File: config.mk
export PLATFORM = sky130hd
export DESIGN_NAME = ov5642_sensor_tx_flat
export DESIGN_NICKNAME = d
export VERILOG_FILES = /design/src/rtl/ov5642_pkg.sv /design/src/rtl/ov5642_axis_if.sv /design/src/rtl/ov5642_timing_gen.sv /design/src/rtl/ov5642_sensor_tx.sv /design/src/flat_wrapper.sv
export SDC_FILE = /design/constraint.sdc
export NUM_CORES = 1
export LEC_CHECK = 0
export CAP_MARGIN = 20
export CORE_UTILIZATION = 53
export DETAILED_ROUTE_END_ITERATION = 12
export PLACE_DENSITY = 0.84
export SYNTH_ARGS = -nofsm -noshare
export SYNTH_HDL_FRONTEND = slang
export SYNTH_SLANG_ARGS = --single-unit
export TNS_END_PERCENT = 1
File: constraint.sdc
create_clock -name pclk -period 2.1 [get_ports pclk]
set_clock_uncertainty 0.05 [all_clocks]
set_input_delay 0.42 -clock pclk [delete_from_list [all_inputs] [get_ports pclk]]
set_output_delay 0.42 -clock pclk [all_outputs]
set_load 0.005 [all_outputs]
File: src/rtl/ov5642_pkg.sv
// Shared types and default timing constants for the OV5642 sensor-side transmitter.
package ov5642_pkg;

  typedef enum logic [2:0] {
    ST_IDLE,
    ST_VSYNC,
    ST_VBACK,
    ST_ACTIVE,
    ST_VFRONT
  } state_e;

  localparam int unsigned DEF_H_ACTIVE    = 2560;
  localparam int unsigned DEF_H_BLANK     = 256;
  localparam int unsigned DEF_V_ACTIVE    = 720;
  localparam int unsigned DEF_VSYNC_LINES = 4;
  localparam int unsigned DEF_V_BACK      = 16;
  localparam int unsigned DEF_V_FRONT     = 4;
  localparam logic [7:0]  DEF_FILL_BYTE   = 8'h00;

  function automatic int unsigned max4(int unsigned a, int unsigned b,
                                       int unsigned c, int unsigned d);
    int unsigned m;
    m = a;
    if (b > m) m = b;
    if (c > m) m = c;
    if (d > m) m = d;
    return m;
  endfunction

  // Width of a counter that must hold values 0..n-1; never narrower than one bit.
  function automatic int unsigned cnt_width(int unsigned n);
    return (n > 1) ? $clog2(n) : 1;
  endfunction

endpackage

File: src/rtl/ov5642_axis_if.sv
// Byte-wide AXI-Stream carrying one video line per packet (tlast on the final byte).
interface ov5642_axis_if;
  logic [7:0] tdata;
  logic       tlast;
  logic       tvalid;
  logic       tready;

  modport master (output tdata, output tlast, output tvalid, input tready);
  modport slave  (input tdata, input tlast, input tvalid, output tready);
endinterface

File: src/rtl/ov5642_timing_gen.sv
// Horizontal/vertical counters and frame FSM; decodes which part of the frame the current cycle is in.
module ov5642_timing_gen
  import ov5642_pkg::*;
#(
  parameter int unsigned H_ACTIVE    = DEF_H_ACTIVE,
  parameter int unsigned H_BLANK     = DEF_H_BLANK,
  parameter int unsigned V_ACTIVE    = DEF_V_ACTIVE,
  parameter int unsigned VSYNC_LINES = DEF_VSYNC_LINES,
  parameter int unsigned V_BACK      = DEF_V_BACK,
  parameter int unsigned V_FRONT     = DEF_V_FRONT
) (
  input  logic pclk,
  input  logic rstn,
  input  logic enable,
  output logic line_phase,
  output logic drain_phase,
  output logic vsync_phase,
  output logic frame_start_pulse,
  output logic last_byte_of_line
);

  localparam int unsigned LINE_LEN = H_ACTIVE + H_BLANK;
  localparam int unsigned HW       = cnt_width(LINE_LEN);
  localparam int unsigned VW       = cnt_width(max4(VSYNC_LINES, V_BACK, V_ACTIVE, V_FRONT));
  localparam logic [HW-1:0] H_LAST     = HW'(LINE_LEN - 1);
  localparam logic [HW-1:0] H_ACT_END  = HW'(H_ACTIVE);
  localparam logic [HW-1:0] H_ACT_LAST = HW'(H_ACTIVE - 1);

  if (H_ACTIVE < 1 || H_BLANK < 1 || V_ACTIVE < 1 ||
      VSYNC_LINES < 1 || V_BACK < 1 || V_FRONT < 1) begin : g_param_check
    $error("ov5642_timing_gen: every timing parameter must be at least 1");
  end

  state_e         state_q, state_d;
  logic [HW-1:0]  h_q, h_d;
  logic [VW-1:0]  v_q, v_d;
  logic [VW-1:0]  seg_last;

  // Next-state logic: h wraps every line period, v wraps at the end of each vertical segment.
  always_comb begin
    // NOTE: every signal gets a default first so no path leaves it unassigned (no latch).
    state_d  = state_q;
    h_d      = h_q;
    v_d      = v_q;
    seg_last = '0;
    unique case (state_q)
      ST_VSYNC:  seg_last = VW'(VSYNC_LINES - 1);
      ST_VBACK:  seg_last = VW'(V_BACK - 1);
      ST_ACTIVE: seg_last = VW'(V_ACTIVE - 1);
      ST_VFRONT: seg_last = VW'(V_FRONT - 1);
      default:   seg_last = '0;
    endcase

    if (state_q == ST_IDLE) begin
      h_d = '0;
      v_d = '0;
      if (enable) state_d = ST_VSYNC;
    end else if (h_q == H_LAST) begin
      h_d = '0;
      if (v_q == seg_last) begin
        v_d = '0;
        unique case (state_q)
          ST_VSYNC:  state_d = ST_VBACK;
          ST_VBACK:  state_d = ST_ACTIVE;
          ST_ACTIVE: state_d = ST_VFRONT;
          ST_VFRONT: state_d = enable ? ST_VSYNC : ST_IDLE;
          default:   state_d = ST_IDLE;
        endcase
      end else begin
        v_d = v_q + VW'(1);
      end
    end else begin
      h_d = h_q + HW'(1);
    end
  end

  // Counter and state registers with synchronous active-low reset.
  always_ff @(posedge pclk) begin
    // NOTE: sequential state is written only with non-blocking assignments.
    if (!rstn) begin
      state_q <= ST_IDLE;
      h_q     <= '0;
      v_q     <= '0;
    end else begin
      state_q <= state_d;
      h_q     <= h_d;
      v_q     <= v_d;
    end
  end

  assign line_phase        = (state_q == ST_ACTIVE) && (h_q < H_ACT_END);
  assign drain_phase       = ((state_q == ST_ACTIVE) && (h_q >= H_ACT_END)) || (state_q == ST_VFRONT);
  assign vsync_phase       = (state_q == ST_VSYNC);
  assign frame_start_pulse = (state_q == ST_VSYNC) && (h_q == '0) && (v_q == '0);
  assign last_byte_of_line = line_phase && (h_q == H_ACT_LAST);

endmodule

File: src/rtl/ov5642_sensor_tx.sv
// OV5642 sensor-side transmitter: AXIS bytes in, registered din/href/vsync video bus out.
module ov5642_sensor_tx
  import ov5642_pkg::*;
#(
  parameter int unsigned H_ACTIVE    = DEF_H_ACTIVE,
  parameter int unsigned H_BLANK     = DEF_H_BLANK,
  parameter int unsigned V_ACTIVE    = DEF_V_ACTIVE,
  parameter int unsigned VSYNC_LINES = DEF_VSYNC_LINES,
  parameter int unsigned V_BACK      = DEF_V_BACK,
  parameter int unsigned V_FRONT     = DEF_V_FRONT,
  parameter logic [7:0]  FILL_BYTE   = DEF_FILL_BYTE
) (
  input  logic                 pclk,
  input  logic                 rstn,
  input  logic                 enable,
  input  logic                 clr_status,
  ov5642_axis_if.slave         s_axis,
  output logic [7:0]           dout,
  output logic                 href,
  output logic                 vsync,
  output logic                 frame_start,
  output logic                 underflow,
  output logic                 tlast_err
);

  logic line_phase, drain_phase, vsync_phase, frame_start_pulse, last_byte_of_line;

  ov5642_timing_gen #(
    .H_ACTIVE   (H_ACTIVE),
    .H_BLANK    (H_BLANK),
    .V_ACTIVE   (V_ACTIVE),
    .VSYNC_LINES(VSYNC_LINES),
    .V_BACK     (V_BACK),
    .V_FRONT    (V_FRONT)
  ) u_timing (
    .pclk             (pclk),
    .rstn             (rstn),
    .enable           (enable),
    .line_phase       (line_phase),
    .drain_phase      (drain_phase),
    .vsync_phase      (vsync_phase),
    .frame_start_pulse(frame_start_pulse),
    .last_byte_of_line(last_byte_of_line)
  );

  logic [7:0] dout_q, dout_d;
  logic       href_q, href_d;
  logic       vsync_q, vsync_d;
  logic       frame_start_q, frame_start_d;
  logic       underflow_q, underflow_d;
  logic       tlast_err_q, tlast_err_d;
  logic       pad_q, pad_d;     // early tlast seen: rest of this line is filler
  logic       drop_q, drop_d;   // line overran: discard input up to its tlast
  logic       accept, accept_last, uf_set, te_set;

  // Ready is decoded from registered state only, so it never depends on tvalid.
  assign s_axis.tready = (line_phase && !pad_q) || (drain_phase && drop_q);
  assign accept        = s_axis.tready && s_axis.tvalid;
  assign accept_last   = accept && s_axis.tlast;

  // Output byte selection, line padding / drop tracking and sticky-flag updates.
  always_comb begin
    dout_d        = '0;
    href_d        = line_phase;
    vsync_d       = vsync_phase;
    frame_start_d = frame_start_pulse;
    pad_d         = pad_q;
    drop_d        = drop_q;
    uf_set        = 1'b0;
    te_set        = 1'b0;

    if (line_phase) begin
      if (pad_q) begin
        dout_d = FILL_BYTE;
      end else begin
        if (s_axis.tvalid) begin
          dout_d = s_axis.tdata;
        end else begin
          dout_d = FILL_BYTE;
          uf_set = 1'b1;
        end
        if (accept_last && !last_byte_of_line) begin
          te_set = 1'b1;
          pad_d  = 1'b1;
        end
        if (last_byte_of_line && !accept_last) te_set = 1'b1;
      end
      // Any stale drop is abandoned at line start; a fresh one starts on an overrun.
      drop_d = last_byte_of_line && !pad_q && !accept_last;
      if (last_byte_of_line) pad_d = 1'b0;
    end else if (drain_phase && drop_q && accept_last) begin
      drop_d = 1'b0;
    end

    underflow_d = clr_status ? 1'b0 : (underflow_q | uf_set);
    tlast_err_d = clr_status ? 1'b0 : (tlast_err_q | te_set);
  end

  // Output, flag and line-tracking registers with synchronous active-low reset.
  always_ff @(posedge pclk) begin
    if (!rstn) begin
      dout_q        <= '0;
      href_q        <= 1'b0;
      vsync_q       <= 1'b0;
      frame_start_q <= 1'b0;
      underflow_q   <= 1'b0;
      tlast_err_q   <= 1'b0;
      pad_q         <= 1'b0;
      drop_q        <= 1'b0;
    end else begin
      dout_q        <= dout_d;
      href_q        <= href_d;
      vsync_q       <= vsync_d;
      frame_start_q <= frame_start_d;
      underflow_q   <= underflow_d;
      tlast_err_q   <= tlast_err_d;
      pad_q         <= pad_d;
      drop_q        <= drop_d;
    end
  end

  assign dout        = dout_q;
  assign href        = href_q;
  assign vsync       = vsync_q;
  assign frame_start = frame_start_q;
  assign underflow   = underflow_q;
  assign tlast_err   = tlast_err_q;

endmodule

File: src/flat_wrapper.sv
// flat-port wrapper written by rule: the top's interface ports become plain ports
module ov5642_sensor_tx_flat import ov5642_pkg::*;
#(
  parameter int unsigned H_ACTIVE    = DEF_H_ACTIVE,
  parameter int unsigned H_BLANK     = DEF_H_BLANK,
  parameter int unsigned V_ACTIVE    = DEF_V_ACTIVE,
  parameter int unsigned VSYNC_LINES = DEF_VSYNC_LINES,
  parameter int unsigned V_BACK      = DEF_V_BACK,
  parameter int unsigned V_FRONT     = DEF_V_FRONT,
  parameter logic [7:0]  FILL_BYTE   = DEF_FILL_BYTE
)
  (pclk, rstn, enable, clr_status, dout, href, vsync, frame_start, underflow, tlast_err, s_axis_tdata, s_axis_tlast, s_axis_tvalid, s_axis_tready);
  ov5642_axis_if s_axis_i ();
  input  logic pclk;
  input  logic rstn;
  input  logic enable;
  input  logic clr_status;
  output logic [7:0] dout;
  output logic href;
  output logic vsync;
  output logic frame_start;
  output logic underflow;
  output logic tlast_err;
  input wire logic [$bits(s_axis_i.tdata)-1:0] s_axis_tdata;
  input wire logic [$bits(s_axis_i.tlast)-1:0] s_axis_tlast;
  input wire logic [$bits(s_axis_i.tvalid)-1:0] s_axis_tvalid;
  output wire logic [$bits(s_axis_i.tready)-1:0] s_axis_tready;
  assign s_axis_i.tdata = s_axis_tdata;
  assign s_axis_i.tlast = s_axis_tlast;
  assign s_axis_i.tvalid = s_axis_tvalid;
  assign s_axis_tready = s_axis_i.tready;
  ov5642_sensor_tx #(.H_ACTIVE(H_ACTIVE), .H_BLANK(H_BLANK), .V_ACTIVE(V_ACTIVE), .VSYNC_LINES(VSYNC_LINES), .V_BACK(V_BACK), .V_FRONT(V_FRONT), .FILL_BYTE(FILL_BYTE)) u_core (.pclk(pclk), .rstn(rstn), .enable(enable), .clr_status(clr_status), .s_axis(s_axis_i), .dout(dout), .href(href), .vsync(vsync), .frame_start(frame_start), .underflow(underflow), .tlast_err(tlast_err));
endmodule
==> impl_metrics.tcl <==
set metrics [dict create \
    finalCriticalPeriod_ns 2.052 \
    cts_tree "yes" \
    path_cells "and3b_1 -> and2_4 -> nor2b_4 -> a21o_1 -> dlygate4sd2_1" \
    synth_top_area_share_pct 44.02 \
    p_per_area_nw_per_um2 541.7 \
    maxCapViolations 0 \
    setup_ws_ns 0.04750 \
    design_area_sq_um 2321 \
    synth_largest_area_cell "dfxtp_1" \
    synth_nets 224 \
    hold_buffers 0 \
    period_share_pct 97.74 \
    synth_edf_count 0 \
    crit_type "flop to output port" \
    io_pins 28 \
    min_path_type "flop to flop" \
    cp.required_ns 1.63 \
    dp.cells 289 \
    place_area_sq_um 2236 \
    overflow 0 \
    crit_fanout 4 \
    path_delay_family "simple AND/OR/NAND/NOR gates" \
    grt_max_degree 13 \
    root_buffer "clkbuf_4" \
    cp_num_buf_inv 1 \
    drive_gt1_share_pct 18.90 \
    fp.dieArea_sq_um 3671 \
    clockBufferDepth 2 \
    ir_drop_mv 0.4135 \
    worst_slew_pin_slew_ns 0.3724 \
    endpoint_kind "output port" \
    vias 1558 \
    worst_setup_path_start_kind "flop" \
    worstSkewPairLatency_ns 0.35 \
    synth-async-reset-ratio_pct 0 \
    grt_usage_pct 22.97 \
    slew_viol_final 0 \
    finalPower_mw 1.257 \
    synthFlopType "dfxtp_1" \
    clock_sinks 40 \
    synth_cell_types 40 \
    pre_cts_ws_ns 0.1162 \
    rsz0062_at_grt "true" \
    syn-mean-instance-area_sq_um 8.831 \
    clk_pin_slew_ns 0.11 \
    crit_arrival_ns 1.58 \
    yosys_warnings 0 \
    start_util_pct 57.70 \
    wl_per_cell_um 12.97 \
    wl_um 3866 \
    setup_viol 0 \
    dr.pass1.iters 4 \
    nets 271 \
    portBuffers 27 \
    status "completed" \
    crit_slowest_cell "dfxtp_2" \
    drtAntennaViolNets 0 \
    p_leak_nw 0.8745 \
    relSlewSlack_pct 74.99 \
    grt_pass1_vias 1383 \
    antenna_found_initial 0 \
    grt_pass1_wl_um 6085 \
    areaGrowthSynthToFinish_pct 27.58 \
    cp_slowest_stage_delay_ns 0.35 \
    drcViolationCount 0 \
    antennaDiodeCount 0 \
    hold_viol 0 \
    avgViaCountPerCell 5.228 \
    fp.dieH_um 60.59 \
    fmax_mhz 487.2 \
    drt-initial-drc-count 65 \
    dp.final_hpwl_um 2831 \
    rows 20 \
    fillers 260 \
    synth-seq-area-share_pct 44.02 \
    netlist_instances 206 \
    ys_seq_elements 40 \
    synthTopCellsByArea "dfxtp_1 (44%), xor2_1 (5.8%), nand3_1 (5.2%)" \
    syn-cell-area_sq_um 1819 \
    htreeDepth 2 \
    gp_congestion 0.8518 \
    core-area_sq_um 3153 \
    die_w_um 60.59 \
    finalNonFillerCells 298 \
    cts_buffers 5 \
]
## cells in the final DEF (no fill, tap or decap), drive strengths merged
cell	n
a211oi	1
a21o	1
a21oi	8
a31oi	1
and2	12
and3	4
and3b	3
buf	16
clkbuf	6
clkdlybuf4s50	26
clkinv	2
dfxtp	40
dlygate4sd2	1
ha	4
inv	11
mux2	2
nand2	11
nand3	19
nand4	5
nand4b	2
nand4bb	1
nor2	30
nor2b	2
nor3	6
nor3b	1
nor4	3
nor4b	1
o2111a	1
o2111ai	1
o21a	1
o21ai	8
o31ai	1
or2	1
or2b	1
or3	3
xnor2	6
xor2	12
## through the flow
step | utilization, % | TNS (ns) | hold WS (ns)
after global routing | 73.61 | -0.02085 | 0.4560
after CTS | 73.53 | 0 | 0.4429
after floorplan | - | 0 | 0.4002
final | 73.61 | 0 | 0.4419
after detailed placement | 70.91 | 0 | 0.4169
after global placement | 70.91 | 0 | 0.4005
## tightest hold or removal path: stages (launching register included)
cell and delay [ns]:
dfxtp_1 0.34, nand2_1 0.05, nand3_1 0.08
## cell type report
type / count / area, sq um / area share (%)
multi-input cells: 152 / 967.2 / 41.67
clock inverters: 2 / 10.01 / 0.4313
inverters: 11 / 41.29 / 1.779
clock buffers: 6 / 51.30 / 2.210
well taps: 44 / 55.05 / 2.372
repair buffers: 43 / 389.1 / 16.77
flip-flops and latches: 40 / 807.0 / 34.77
## synth_stat cells, types with 2 or more instances
library cell  number
xnor2_1            6
dfxtp_1           40
or3_1              2
inv_1             11
and2_1            12
nor2b_1            2
ha_1               4
nand4_1            4
nand4b_1           2
nand2_1           11
a21oi_1            8
xor2_1            12
nor4_1             3
and3_1             4
nor3_1             5
o21ai_0            8
nor2_1            21
nand3_1           19
nor2_2             9
and3b_1            3
## flip-flops by register name (all words and copies together), names as in the netlist
| signal | count |
|---|---|
| u_core.u_timing.h_q | 12 |
| u_core.drop_q | 1 |
| u_core.frame_start | 1 |
| u_core.href | 1 |
| u_core.pad_q | 1 |
| u_core.u_timing.state_q | 3 |
| u_core.vsync | 1 |
| u_core.u_timing.v_q | 10 |
| u_core.tlast_err | 1 |
| u_core.underflow | 1 |
| u_core.dout | 8 |
## timing repair
action | in CTS | in global routing
endpoints found under the setup margin | 1 | 10
resized for setup | 9 | 2
pin swaps | 0 | 0
setup buffers | 1 | 0
cloned | 0 | 0
## metal layers
metal  GRT usage, %  wire [um]  part of all wire [%]
met4          10.71         72                   1.9
met5              0          0                     0
met2          36.73       1848                    48
met3          6.610        155                   4.0
met1          28.65       1790                    46
## cells by family after synthesis
kind of cell    after synthesis  synth area share [%]
fa+ha+maj                     4                 2.751
simple gates                105                 32.12
mux                           2                 1.444
flops                        40                 44.02
compound gates               23                 7.566
buf+inv                      14                 3.438
xor+xnor                     18                 8.666
## worst paths after layout
kind / slack [ns] / end / cells past startpoint / startpoint
setup / recovery: 0.05 / s_axis_tready / 5 / u_core.u_timing.state_q[1]
setup reg to reg: 0.18 / u_core.u_timing.state_q[1] / 6 / u_core.u_timing.state_q[2]
hold / removal: 0.44 / u_core.tlast_err / 2 / u_core.tlast_err
hold reg to reg: 0.44 / u_core.tlast_err / 2 / u_core.tlast_err
## power by group
part,total (mW),internal [mW],switching (mW)
sequential,0.768,0.764,0.00347
clock,0.398,0.159,0.239
combinational,0.0916,0.0484,0.0432
Power figures use the tool's default switching activity.
